### src/rtl/l2_request_scheduler.sv
// Arbitrates icache/dcache misses onto one 256-bit L2 port: half-line reads, read-modify-write writebacks.
// Optional starvation guard for icache enabled by defining L2SCHED_STARVE_GUARD_EN.
`timescale 1ns/1ps
module l2_request_scheduler #(
    parameter int unsigned STARVE_LIMIT = 4
) (
    input  logic         clk,
    input  logic         rst_n,
    input  logic         icache_read,
    input  logic [15:0]  icache_address,
    output logic [127:0] icache_rdata,
    output logic         icache_resp,
    input  logic         dcache_read,
    input  logic         dcache_write,
    input  logic [15:0]  dcache_address,
    input  logic [127:0] dcache_wdata,
    output logic [127:0] dcache_rdata,
    output logic         dcache_resp,
    output logic         l2_read,
    output logic         l2_write,
    output logic [15:0]  l2_address,
    output logic [255:0] l2_wdata,
    input  logic [255:0] l2_rdata,
    input  logic         l2_resp
);

    typedef enum logic [2:0] {IDLE, I_RD, D_RD, D_RMW_RD, D_RMW_WR, RESP} state_t;

    if (STARVE_LIMIT == 0 || STARVE_LIMIT > 15) begin : g_bad_limit
        $error("STARVE_LIMIT must be in 1..15");
    end

    state_t         state_q, state_d;
    logic           dsel_q, dsel_d;
    logic [10:0]    line_q, line_d;
    logic           hsel_q, hsel_d;
    logic [127:0]   wdata_q, wdata_d;
    logic [127:0]   ret_q, ret_d;
    logic [255:0]   wline_q, wline_d;
    logic           force_i, dreq, grant_d, grant_i;
    logic           unused_addr_bits;

    assign unused_addr_bits = ^{icache_address[3:0], dcache_address[3:0]};

`ifdef L2SCHED_STARVE_GUARD_EN
    localparam logic [3:0] LIMIT = 4'(STARVE_LIMIT);
    logic [3:0] starve_q, starve_d;

    assign force_i = icache_read && (starve_q == LIMIT);

    always_comb begin
        starve_d = starve_q;
        if (grant_i)
            starve_d = '0;
        else if (grant_d && icache_read && starve_q != LIMIT)
            starve_d = starve_q + 4'd1;
    end

    always_ff @(posedge clk or negedge rst_n) begin
        if (!rst_n) starve_q <= '0;
        else        starve_q <= starve_d;
    end
`else
    assign force_i = 1'b0;
`endif

    assign dreq    = (dcache_read || dcache_write) && !force_i;
    assign grant_d = (state_q == IDLE) && dreq;
    assign grant_i = (state_q == IDLE) && !dreq && icache_read;

    always_comb begin
        state_d = state_q;
        dsel_d  = dsel_q;
        line_d  = line_q;
        hsel_d  = hsel_q;
        wdata_d = wdata_q;
        ret_d   = ret_q;
        wline_d = wline_q;
        case (state_q)
            IDLE: begin
                if (grant_d) begin
                    dsel_d  = 1'b1;
                    line_d  = dcache_address[15:5];
                    hsel_d  = dcache_address[4];
                    wdata_d = dcache_wdata;
                    state_d = dcache_write ? D_RMW_RD : D_RD;
                end else if (grant_i) begin
                    dsel_d  = 1'b0;
                    line_d  = icache_address[15:5];
                    hsel_d  = icache_address[4];
                    state_d = I_RD;
                end
            end
            I_RD, D_RD: begin
                if (l2_resp) begin
                    ret_d   = hsel_q ? l2_rdata[255:128] : l2_rdata[127:0];
                    state_d = RESP;
                end
            end
            D_RMW_RD: begin
                // Keep the half of the L2 line the writeback does not cover.
                if (l2_resp) begin
                    wline_d = hsel_q ? {wdata_q, l2_rdata[127:0]}
                                     : {l2_rdata[255:128], wdata_q};
                    state_d = D_RMW_WR;
                end
            end
            D_RMW_WR: begin
                if (l2_resp) state_d = RESP;
            end
            RESP:    state_d = IDLE;
            default: state_d = IDLE;
        endcase
    end

    always_ff @(posedge clk or negedge rst_n) begin
        if (!rst_n) begin
            state_q <= IDLE;
            dsel_q  <= 1'b0;
            line_q  <= '0;
            hsel_q  <= 1'b0;
            wdata_q <= '0;
            ret_q   <= '0;
            wline_q <= '0;
        end else begin
            state_q <= state_d;
            dsel_q  <= dsel_d;
            line_q  <= line_d;
            hsel_q  <= hsel_d;
            wdata_q <= wdata_d;
            ret_q   <= ret_d;
            wline_q <= wline_d;
        end
    end

    assign l2_read      = (state_q == I_RD) || (state_q == D_RD) || (state_q == D_RMW_RD);
    assign l2_write     = (state_q == D_RMW_WR);
    assign l2_address   = {line_q, 5'b0};
    assign l2_wdata     = wline_q;
    assign icache_resp  = (state_q == RESP) && !dsel_q;
    assign dcache_resp  = (state_q == RESP) && dsel_q;
    assign icache_rdata = dsel_q ? '0 : ret_q;
    assign dcache_rdata = dsel_q ? ret_q : '0;

endmodule
### config.mk
export PLATFORM = sky130hd
export DESIGN_NAME = l2_request_scheduler
export DESIGN_NICKNAME = d
export VERILOG_FILES = /design/src/rtl/l2_request_scheduler.sv
export SDC_FILE = /design/constraint.sdc
export NUM_CORES = 1
export LEC_CHECK = 0
export ABC_CLOCK_PERIOD_IN_PS = 2350
export CORE_AREA = 8 8 368 370
export CTS_CLUSTER_SIZE = 8
export DETAILED_ROUTE_END_ITERATION = 10
export DIE_AREA = 0 0 376 378
export HOLD_SLACK_MARGIN = 0.05
export PLACE_DENSITY = 0.47
export SETUP_SLACK_MARGIN = 0.1
export SYNTH_ARGS = -nofsm -noshare
export SYNTH_HDL_FRONTEND = slang
export SYNTH_SLANG_ARGS = --single-unit
### constraint.sdc
create_clock -name clk -period 2.35 [get_ports clk]
set_input_delay 0.47 -clock clk [delete_from_list [all_inputs] [get_ports clk]]
set_output_delay 0.47 -clock clk [all_outputs]
set_load 0.05 [all_outputs]
==> reports/qor.csv <==
stage,metric,value,unit
status,outcome,"finished, violations left",
status,failing checks,setup timing,
synthesis,Mapped Area,25200,um2
drt,Starting DRT DRC Count,890,
job,Max-cap violations,0,
clocking,clock buffer count from CTS,76,
clocking,Worst-path clk slew,0.05,ns
clocking,CTS root buffer,clkbuf_16,
finish,Non-Filler Instances,4957,
global_route,vias in the first global route,21300,
sta,Max Slew Vio Count,0,
finish,layout cell share with drive strength beyond 1,30.2,%
floorplan,core footprint,130000,um2
setup_path,"Max FO, Critical Path",28,
placed_design,routability cong.,0.815,
synthesis,Synth top area share,52.4,%
clocking,CTS tree,yes,
placed_design,dpl cells,4835,
drt,WL/cell,23.6,um
sta,Setup WS post-layout,-0.127,ns
drt,DRC violations left,0,
finish,Fillers,13200,
clocking,Clock Path Buffers,3,
sta,final period utilization,105,%
synthesis,mux contribution to synthesized area,27.3,%
clocking,clk_lat worst skew,0.65,ns
drt,vias per cell,4.03,
placed_design,Port Buffers,940,
sta,Setup-failing EPs final,178,
floorplan,Die Y,378,um
synthesis,library cells used by synthesis,33,
worst_hold_path,Hold/Removal Path Class,input pin to async pin,
setup_path,cell mode on critical path,buf_16,
setup_path,Critical Path Max Stage Delay,0.54,ns
synthesis,area share of fa/ha/maj cells after synthesis,0,%
synthesis,post-synth top area cell,dfrtp_1,
power_and_ir_drop,Max VDD drop,0.966,mV
finish,final net count,3593,
setup_path,Worst setup EP type,output port,
setup_path,Setup Crit Path Kind,register to output port,
global_route,grt ovf,0,
global_route,largest net degree at the start of global routing,78,
drt,First-pass DRT Iterations,4,
synthesis,average cell area after synthesis,11.7,um2
sta,fmax,404,MHz
placed_design,hpwl dp,92100,um
drt,remaining antenna violation count after routing,0,
floorplan,row cnt,133,
floorplan,Die Width,376,um
synthesis,Yosys Warn Count,0,
global_route,global-route wire length before repair,159000,um
finish,Area growth syn-to-layout,70.6,%
synthesis,Synth Area in Compound Gates,6.00,%
floorplan,DIE AREA,142000,um2
synthesis,simple-gate portion of the synthesized area,10.7,%
setup_path,CP top delay family,buffers and inverters,
drt,via count,20000,
setup_path,CP Launch Type,register,
power_and_ir_drop,Leakage,19.1,nW
setup_path,Worst path slowest cell,dfrtp_4,
sta,unrepaired setup endpoints after global routing,yes,
setup_path,WP data arrival,2.01,ns
synthesis,Cells after Synth,2156,
sta,post-layout min period,2.48,ns
global_route,total track usage,15.4,%
drt,drt total wl,117000,um
synthesis,Post-synth top cells,"528 x dfrtp_1, 286 x mux2_2, 258 x nand2_1, 256 x mux2i_1, 170 x o21ai_0",
sta,Worst slew margin,55.9,%
sta,final hold violation count,0,
global_route,initial antenna violation count,23,
synthesis,"Top FF cell, synth",dfrtp_1,
setup_path,cell-by-cell listing of the critical path,buf_16 > buf_16 > and2_1 > buf_12,
clocking,H-tree lvl count,3,
power_and_ir_drop,overall power,76.1,mW
synthesis,post-synthesis sequential area ratio,52.4,%
sta,Max Clock Skew,0.0275,ns
setup_path,worst path required time,1.88,ns
floorplan,num ports,954,
synthesis,most numerous cell in the Yosys netlist,dfrtp_1,
synthesis,Synth area leaders,"dfrtp_1 52%, mux2_2 13%, mux2i_1 10%",
clocking,# clock sinks,528,
setup_path,CP Buf/Inv Count,3,
floorplan,Starting Density,19.4,%
synthesis,ys async rst share,100,%
synthesis,Synth Area in XOR/XNOR,0.0347,%
synthesis,Post-synth EDFFs,0,
sta,Slew @ Worst Pin,0.665,ns
synthesis,largest family of logic cells by synthesized area,multiplexers,
power_and_ir_drop,PD cells,1770,nW/um2
synthesis,Yosys reg bits,528,
finish,Final Util,33.1,%
where the power goes:
group          switching [mW]  leakage, nW  internal, mW
clock                    4.16         1.00          5.91
combinational            27.7         11.6          21.1
sequential               3.63         6.42          13.6
cell type report:
type	count	area, um2	share of cell area [%]
Tap cell	1755	2200	5.10
Sequential cell	528	13200	30.7
Antenna cell	18	45.0	0.105
Clock inverter	4	57.6	0.134
Multi-Input combinational cell	1464	11800	27.4
Clock buffer	87	2000	4.64
Timing Repair Buffer	1101	13800	31.9
per-layer routing:
layer  GRT usage, %  share of wire, %
met5              0             0.030
met4           5.40               3.0
met3           5.45               7.7
met2           26.1                49
met1           18.0                40
timing repair:
| item | in CTS | in global routing |
|---|---|---|
| buffers inserted | 0 | 4 |
| setup endpoints to repair | 502 | 481 |
| resized for setup | 84 | 181 |
| cloned | 0 | 8 |
| hold buffers | 1 | 0 |
| endpoints found under the hold margin | 18 | 0 |
layout by cell type (no fill, tap or decap), drive strengths merged, types with 3 or more instances in the layout:
cell type and n:
nand2b 3, and2 129, buf 442, o21ai 256, nor2b 128, clkbuf 91, clkinv 3, clkdlybuf4s50 617
mux2 384, dfrtp 528, nand2 258, o22ai 12, conb 5, dlymetal6s2s 16, diode 18, mux2i 256
nor2 6, a2bb2oi 12, dlygate4sd2 21
path summary, 6_finish.rpt:
check	start	to	slack (ns)	depth (start not counted)
worst min-delay path	rst_n	ret_q[114]$_DFFE_PN0P_	0.38	2
min in group clk	dcache_wdata[44]	wdata_q[44]$_DFFE_PN0P_	0.42	2
worst max register to register	state_q[2]$_DFFE_PN0P_	wdata_q[24]$_DFFE_PN0P_	0.51	5
worst max-delay path	dsel_q$_DFFE_PN0P_	dcache_rdata[82]	-0.13	4
worst min register to register	l2_wdata[8]$_DFFE_PN0P_	l2_wdata[8]$_DFFE_PN0P_	0.47	2
max in group asynchronous	rst_n	ret_q[64]$_DFFE_PN0P_	1.13	3
sequential cells by signal, indices dropped and copies added (netlist names):
| register | flops |
|---|---|
| dsel_q | 1 |
| ret_q | 128 |
| l2_wdata | 256 |
| state_q | 3 |
| line_q | 11 |
| wdata_q | 128 |
| hsel_q | 1 |
per-stage QoR:
stage          worst slack [ns]  instance area [um2]  TNS [ns]  hold slack (ns)
3_5_place_dp            0.00315                40000         0            0.457
4_1_cts                  -0.241                42200    -42.22            0.328
2_1_floorplan             0.123                25300         0            0.174
3_3_place_gp             0.0129                40000         0            0.453
5_1_grt                  -0.206                43000    -37.08            0.370
6_report                 -0.127                43100     -9.26            0.380
cell families (layout without fill, tap and decap cells):
logic type	count (synthesis)	in the layout
compound gates	287	287
mux	640	640
other cells	1	23
flops	528	528
xor+xnor	1	1
buf+inv	168	1192
simple gates	531	531
Note: power is estimated with default switching activity, not from simulation.
